File: src/rtl/ula_mc.sv
// ---------------------------------------------------------------------------
// ula_mc -- multi-cycle ALU with valid/ready handshakes on both sides.
//
// Single-cycle operations (add, sub, or, slt, sll, srl, and) are computed
// from the request inputs at the accept edge, so the result is presented
// with latency 1. The optional multiplier is an iterative shift-add unit
// that consumes one multiplier bit per cycle in the BUSY state.
//
// Configuration macro:
//   ULA_MUL_EN  defined   -> opcode 110 is an unsigned WIDTH x WIDTH multiply
//                            producing the low WIDTH bits (BUSY for WIDTH cycles)
//               undefined -> no multiplier hardware and no BUSY state; opcode
//                            110 completes at once with out = 0 and err = 1
//
// Parameters:
//   WIDTH      operand/result width in bits (8..64)
//
// Ports:
//   clk        clock, all state changes on the rising edge
//   rst_n      asynchronous active-low reset
//   in_valid   request present on in1/in2/ctrl
//   in_ready   block accepts a request this cycle (only while idle)
//   in1        operand A
//   in2        operand B, or shift amount for shifts
//   ctrl       opcode: 000 add, 001 sub, 010 or, 011 slt,
//                      100 sll, 101 srl, 110 mul, 111 and
//   out_valid  out/flags hold a valid result
//   out_ready  consumer takes the result this cycle
//   out        registered result
//   flags      {err, neg, zero, ovf, carry}, registered with out
// ---------------------------------------------------------------------------
module ula_mc #(
    parameter int WIDTH = 16
) (
    input  logic             clk,
    input  logic             rst_n,
    input  logic             in_valid,
    output logic             in_ready,
    input  logic [WIDTH-1:0] in1,
    input  logic [WIDTH-1:0] in2,
    input  logic [2:0]       ctrl,
    output logic             out_valid,
    input  logic             out_ready,
    output logic [WIDTH-1:0] out,
    output logic [4:0]       flags
);

    localparam logic [2:0] OP_ADD = 3'b000;
    localparam logic [2:0] OP_SUB = 3'b001;
    localparam logic [2:0] OP_OR  = 3'b010;
    localparam logic [2:0] OP_SLT = 3'b011;
    localparam logic [2:0] OP_SLL = 3'b100;
    localparam logic [2:0] OP_SRL = 3'b101;
    localparam logic [2:0] OP_MUL = 3'b110;
    localparam logic [2:0] OP_AND = 3'b111;

`ifdef ULA_MUL_EN
    typedef enum logic [1:0] {
        IDLE = 2'd0,
        BUSY = 2'd1,
        DONE = 2'd2
    } state_t;
`else
    typedef enum logic {
        IDLE = 1'b0,
        DONE = 1'b1
    } state_t;
`endif

    state_t state;

    // Single-cycle datapath signals
    logic [WIDTH:0]   sum;
    logic [WIDTH:0]   diff;
    logic             shift_big;
    logic [WIDTH-1:0] alu_res;
    logic             alu_carry;
    logic             alu_ovf;
    logic             alu_err;
    logic [4:0]       alu_flags;

    // Combinational result for every opcode that finishes in one cycle.
    // The extra top bit of sum/diff is the carry out / borrow. A shift
    // amount is the full unsigned value of in2, so anything >= WIDTH
    // flushes every bit out and yields zero.
    always_comb begin
        sum       = {1'b0, in1} + {1'b0, in2};
        diff      = {1'b0, in1} - {1'b0, in2};
        shift_big = (64'(in2) >= 64'(WIDTH));
        alu_res   = '0;
        alu_carry = 1'b0;
        alu_ovf   = 1'b0;
        alu_err   = 1'b0;
        case (ctrl)
            OP_ADD: begin
                alu_res   = sum[WIDTH-1:0];
                alu_carry = sum[WIDTH];
                alu_ovf   = (in1[WIDTH-1] == in2[WIDTH-1]) &&
                            (sum[WIDTH-1] != in1[WIDTH-1]);
            end
            OP_SUB: begin
                alu_res   = diff[WIDTH-1:0];
                alu_carry = diff[WIDTH];
                alu_ovf   = (in1[WIDTH-1] != in2[WIDTH-1]) &&
                            (diff[WIDTH-1] != in1[WIDTH-1]);
            end
            OP_OR: begin
                alu_res = in1 | in2;
            end
            OP_SLT: begin
                alu_res = {{(WIDTH-1){1'b0}}, (in1 < in2)};
            end
            OP_SLL: begin
                alu_res = shift_big ? '0 : (in1 << in2);
            end
            OP_SRL: begin
                alu_res = shift_big ? '0 : (in1 >> in2);
            end
            OP_MUL: begin
`ifdef ULA_MUL_EN
                // Handled by the iterative multiplier; this value is unused.
                alu_res = '0;
`else
                alu_res = '0;
                alu_err = 1'b1;
`endif
            end
            OP_AND: begin
                alu_res = in1 & in2;
            end
            default: begin
                alu_res = '0;
            end
        endcase
        alu_flags = {alu_err, alu_res[WIDTH-1], (alu_res == '0), alu_ovf, alu_carry};
    end

`ifdef ULA_MUL_EN
    localparam int CW = (WIDTH > 1) ? $clog2(WIDTH) : 1;
    localparam logic [CW-1:0] LAST_STEP = CW'(WIDTH - 1);

    logic [2*WIDTH-1:0] mcand;
    logic [2*WIDTH-1:0] acc;
    logic [2*WIDTH-1:0] acc_next;
    logic [WIDTH-1:0]   mplier;
    logic [CW-1:0]      count;
    logic               mul_hi_nz;

    // One partial product per cycle: the multiplicand is pre-shifted to
    // the weight of the current multiplier bit, so the accumulator never
    // needs to shift.
    always_comb begin
        acc_next  = acc + (mplier[0] ? mcand : '0);
        mul_hi_nz = |acc_next[2*WIDTH-1:WIDTH];
    end
`endif

    // Control FSM with all outputs registered. in_ready mirrors "state is
    // IDLE" but is kept as its own flop so it comes straight off a register.
    // Requests are only sampled in IDLE, which is what makes the operands
    // immune to changes after the accept edge.
    always_ff @(posedge clk or negedge rst_n) begin
        if (!rst_n) begin
            state     <= IDLE;
            in_ready  <= 1'b1;
            out_valid <= 1'b0;
            out       <= '0;
            flags     <= '0;
`ifdef ULA_MUL_EN
            mcand     <= '0;
            acc       <= '0;
            mplier    <= '0;
            count     <= '0;
`endif
        end else begin
            case (state)
                IDLE: begin
                    if (in_valid) begin
                        in_ready <= 1'b0;
`ifdef ULA_MUL_EN
                        if (ctrl == OP_MUL) begin
                            mcand  <= {{WIDTH{1'b0}}, in1};
                            mplier <= in2;
                            acc    <= '0;
                            count  <= '0;
                            state  <= BUSY;
                        end else
`endif
                        begin
                            out       <= alu_res;
                            flags     <= alu_flags;
                            out_valid <= 1'b1;
                            state     <= DONE;
                        end
                    end
                end
`ifdef ULA_MUL_EN
                BUSY: begin
                    acc    <= acc_next;
                    mcand  <= mcand << 1;
                    mplier <= mplier >> 1;
                    count  <= count + 1'b1;
                    // The last partial product is folded in directly from
                    // acc_next so the result lands after exactly WIDTH cycles.
                    if (count == LAST_STEP) begin
                        out       <= acc_next[WIDTH-1:0];
                        flags     <= {1'b0, acc_next[WIDTH-1],
                                      (acc_next[WIDTH-1:0] == '0),
                                      mul_hi_nz, mul_hi_nz};
                        out_valid <= 1'b1;
                        state     <= DONE;
                    end
                end
`endif
                DONE: begin
                    if (out_ready) begin
                        out_valid <= 1'b0;
                        in_ready  <= 1'b1;
                        state     <= IDLE;
                    end
                end
                default: begin
                    state     <= IDLE;
                    in_ready  <= 1'b1;
                    out_valid <= 1'b0;
                end
            endcase
        end
    end

endmodule

File: config.mk
export PLATFORM = sky130hd
export DESIGN_NAME = ula_mc
export DESIGN_NICKNAME = d
export VERILOG_FILES = /design/src/rtl/ula_mc.sv
export SDC_FILE = /design/constraint.sdc
export NUM_CORES = 1
export LEC_CHECK = 0
export ABC_AREA = 0
export ABC_CLOCK_PERIOD_IN_PS = 1520
export BUFFER_PORTS_ARGS = -buffer_cell sky130_fd_sc_hd__buf_2
export CAP_MARGIN = 20
export CORE_MARGIN = 4
export CORE_UTILIZATION = 45
export CTS_BUF_LIST = sky130_fd_sc_hd__clkbuf_4
export DETAILED_ROUTE_END_ITERATION = 12
export PLACE_DENSITY = 0.65
export SLEW_MARGIN = 30
export SYNTH_ARGS = -nofsm -noshare
export SYNTH_HDL_FRONTEND = slang
export SYNTH_SLANG_ARGS = --single-unit
File: constraint.sdc
create_clock -name clk -period 1.52 [get_ports clk]
set_input_delay 0.076 -clock clk [delete_from_list [all_inputs] [get_ports clk]]
set_output_delay 0.076 -clock clk [all_outputs]
set_load 0.01 [all_outputs]
# Yosys cells after proc, flatten, opt, wreduce, memory -nomap -nowiden
# Cells that the tools add are included.
# totals
ff_bits,24
latchBits,0
ramBits,0
romBits,0
inputBits,39
output_inout_bits,23
wordCells,48
n_memories,0
# classes
addsub,2
multipliers,0
n_div,0
order_cmp,2
eq_ne,13
n_shift,2
n_mux,15
n_bitwise,3
n_reduce_logical,6
# ops
operator,count
one-hot mux 16 bit (8 select lines),1
two-way mux 16 bit,2
adder 16 x 16 -> 17 bit,1
subtractor 16 x 16 -> 17 bit,1
AND 16 bit,1
greater-or-equal comparator 16 x 5 -> 1 bit (second input constant),1
logical NOT 16 bit,1
less-than comparator 16 bit,1
OR 16 bit,1
left shift 16 x 16 -> 16 bit,1
>> shifter 16 x 16 -> 16 bit,1
equality test 3 bit (second input constant),4
one-hot mux 1 bit (2 select lines),5
two-way mux 1 bit,7
equality test 3 x 2 -> 1 bit (second input constant),2
inequality test 2 bit (second input constant),2
AND reduction 2 bit,2
equality test 3 x 1 -> 1 bit (second input constant),1
logical NOT 3 bit,1
inequality test 1 bit,3
logical AND 1 bit,2
equality test 1 bit,1
NOT 1 bit,1

# Longest topological paths before layout
# logic_depth
ltp_word,4
ltp_mapped,14
depth_no_buf,13

# Least setup slack after synthesis
# Ideal clock, no wire load.
# synth_path
kind,input port to flip-flop
start,in in2[2]
end,reg flags[2]
setup_time_ns,0.104
t_arrival_ns,3.058
required_time_ns,1.416
setup_slack_ns,-1.641
cell_stages,14
path_buffers,3
cell_sequence,buf_2 -> buf_2 -> clkinv_1 -> ha_1 -> buf_2 -> nand2b_1 -> a21oi_1 -> a221oi_2 -> o21ai_0 -> or3b_2 -> a221oi_1 -> and3_1 -> nand4_1 -> o41ai_2
# synth_between
elab_chain_len,4
word_cells_on_any_way,12
cone_classes,2 x add/sub; 2 x order compare; 2 x shift; 3 x mux; 2 x bitwise; 1 x reduce/logical
# synth_rtl
item,line_no,rtl
"start, declared",40,"input logic [WIDTH-1:0] in2,"
"greater-or-equal comparator 16 x 5 -> 1 bit, or another cell as far along",89,shift_big = (64'(in2) >= 64'(WIDTH));
two-way mux 16 bit (on tied branches),"117, 114",
one-hot mux 16 bit (8 select lines) (*),94,case (ctrl)
logical NOT 16 bit (*),135,"alu_flags = {alu_err, alu_res[WIDTH-1], (alu_res == '0), alu_ovf, alu_carry};"
"end signal, assigned",191,flags <= alu_flags;
"end, declared",45,output logic [4:0] flags
# Mark *: on every way between the ends. The rest lies on a longest branch, timed or not.
# A chain may end at the register's enable or synchronous reset.

# Worst setup path in the final report
# layout_path
start,in in1[0]
end,reg flags[2]
# layout_between
elab_chain_len,4
word_cells_on_any_way,11
cone_classes,2 x add/sub; 1 x order compare; 2 x shift; 3 x mux; 2 x bitwise; 1 x reduce/logical
# layout_rtl
item,line_no,rtl
"start, declared",39,"input logic [WIDTH-1:0] in1,"
branches (longest 2 deep; another with subtractor 16 x 16 -> 17 bit),-,
one-hot mux 16 bit (8 select lines) (*),94,
logical NOT 16 bit (*),135,
# Mark *: on every way between the ends.

==> qor.txt <==
CTS max path bufs -> 2
num ports -> 62
most common cell in the netlist -> nand2_1
Clock Tree Root -> clkbuf_4
Yosys Warn Count -> 0
Site Rows -> 39
Starting Density -> 46.02%
first-pass GRT wire length -> 35250 um
CTS HTree Levels -> 1
Pleak -> 4.011 nW
# port buffers -> 61
maxcap violations -> 0
initial drt markers -> 523
Tmin final -> 2.435 ns
fraction of layout cells with a size suffix above 1 -> 57.37%
CP Data Required Time -> 1.76 ns
Worst setup SP type -> input port
clk sinks -> 23
DRC errors left -> 0
Routed Antenna Nets -> 0
Period Utilization, post-route -> 160.2%
endpoint type of the worst setup path -> flip-flop
Final WS setup -> -0.9152 ns
Avg Cell Area, Syn -> 7.797 sq um
fin util -> 78.56%
Multi-input gate area -> 5309 sq um
sequential fraction of the synthesis area -> 10.98%
Post-synth EDFFs -> 0
cell area after synthesis -> 5255 sq um
Post-synth top cells -> nand2_1 (75), o21ai_0 (52), ha_1 (48)
area leader, netlist -> ha_1
clock slew at reported path FFs -> 0.13 ns
CP arrival -> 2.68 ns
Top FF cell, synth -> dfrtp_1
CTS tree -> done
Hold Path Class -> in -> async
number of max-slew violations in the final report -> 0
vias -> 6653
max frequency -> 0.4106 GHz
busiest grt layer -> met2
Seq cells post-synth -> 23
Sequential cell area -> 576.8 sq um
peak supply drop -> 636.2 uV
gp weighted congestion -> 1.018
RSZ-0062 raised after global routing -> true
share of synthesized registers carrying an async set or reset -> 100.0%
global routing met3 resource utilization -> 3.708%
antenna fix cells -> 0
final instance area -> 8970 sq um
GRT met1 Usage -> 42.15%
hpwl dp -> 17660 um
DR pass1 iterations -> 5
syn_nets -> 763
Synth cell types -> 92
Synth area leaders -> ha_1 (11%), dfrtp_1 (10%), mux4_2 (7.3%)
nets@finish -> 1040
wire per inst -> 21.17 um
Die Area -> 13470 sq um
GRT overflow -> 0
Core ar. -> 11420 sq um
Worst slew margin -> 67.39%
initial antenna violation count -> 0
Layout Skew -> 0.01371 ns
largest net degree at the start of global routing -> 39
met2 usage -> 57.88%
final setup vio count -> 19
clk_lat worst skew -> 0.33 ns
vias per cell -> 6.087
final wirelength -> 23140 um
Worst Tran Pin Value -> 0.4892 ns
Placed Area -> 7461 sq um
Die Y -> 116.1 um
PwrDens -> 468.4 nW/um^2
Num CTS Buffers -> 3
failing checks -> setup timing
crit-path max FO -> 3
status -> finished, violations left
kind of critical path -> in -> reg
cell count after synthesis -> 674
Tot GR Track Use -> 33.35%
DIE WIDTH -> 116.1 um
vias in the first global route -> 6675
Area Overhead vs Synth -> 70.69%
final hold viol count -> 0
fillcell total -> 822
top cell type's share of synthesized area -> 11.43%
==> stage by stage <==
stage                     total power [mW]  setup slack (ns)  instances  hold slack, ns  TNS [ns]
final                                4.201           -0.9152       1093          0.2206    -9.340
after floorplan                      2.177            -1.048        674         -0.2196    -9.357
after global routing                 4.465            -1.019       1093          0.2434    -10.67
after CTS                            3.875           -0.8745       1079          0.2306    -9.196
after global placement               3.199            -1.399       1054         0.05568    -18.02
after detailed placement             3.246            -1.433       1054         0.06741    -18.62
==> repair_timing <==
action / CTS / global route
gates cloned: 2 / 0
endpoints found under the setup margin: 19 / 19
pin swaps: 58 / 69
hold buffers: 3 / 0
gates resized for setup: 157 / 120
buffers inserted: 22 / 17
hold endpoints to repair: 25 / 0
==> worst paths after layout <==
check                         from       end  slack [ns]  cells past startpoint
max                         in1[0]  flags[2]       -0.92                     15
max reg2reg                  state    out[0]        0.08                      4
max in group asynchronous    rst_n  in_ready        0.95                      2
min                          rst_n  flags[3]        0.22                      2
min in group clk           ctrl[0]  flags[4]        0.24                      3
min reg2reg                 out[4]    out[4]        0.49                      2
==> registers in the layout (all words and copies together), names as in the netlist <==
name	cells
in_ready	1
out	15
flags	5
out_valid	1
state	1
==> cell usage in the layout, fill, tap and decap left out, types with 13 or more instances in the layout <==
cell	Yosys	routed
buf_2	15	40
nand3_1	14	14
o21ai_0	52	27
mux2i_1	16	13
nor2_1	45	40
ha_1	48	25
inv_1	46	25
nand2_1	75	68
a21oi_1	39	25
dfrtp_1	22	22
buf_6	2	36
o21ai_2	1	19
buf_4	3	227
ha_4	0	17
mux4_2	17	17
==> where the power goes <==
| group | internal, mW | switching, mW | total [mW] | leakage, nW |
|---|---|---|---|---|
| sequential | 0.725 | 0.0574 | 0.782 | 0.296 |
| clock | 0.0990 | 0.185 | 0.284 | 0.0177 |
| combinational | 1.55 | 1.58 | 3.14 | 3.70 |
| total | 2.38 | 1.82 | 4.20 | 4.01 |
==> layer usage <==
layer	vias to the layer above	part of all wire (%)
li1	3072	-
met1	3193	40
met2	311	49
met3	77	6.5
met4	0	4.5
met5	-	0
==> logic make-up (layout without fill, tap and decap cells) <==
group,after synthesis,in the layout,share of synthesized area (%)
xor gates and xnor gates,7,7,1.167
and+or+nand+nor,228,228,22.76
DFF,23,23,10.98
buffers and inverters,101,377,8.595
muxes,53,53,16.33
AOI/OAI and AO/OA,212,212,27.98
adders and majority gates,50,50,12.19
==> worst max-delay path, cell delays in order <==
cell and delay, ns:
buf_8 0.09, inv_4 0.04, ha_4 0.15, inv_2 0.05, fa_2 0.24, nand2b_4 0.08, a21oi_4 0.22, a221oi_4 0.12
o41ai_4 0.37, a211oi_2 0.13, buf_4 0.16, a22oi_2 0.20, o21ai_2 0.09, or3b_1 0.39, o41ai_2 0.28
==> cell type report <==
| type | count | share of cell area (%) |
|---|---|---|
| sequential | 23 | 6.430 |
| clock buffer | 3 | 0.2511 |
| inverter | 51 | 2.678 |
| multi-input combinational | 550 | 59.19 |
| tap | 143 | 1.995 |
| clock inverter | 1 | 0.05580 |
| timing repair buffer | 322 | 29.40 |
Note: power is estimated with default switching activity, not from simulation.
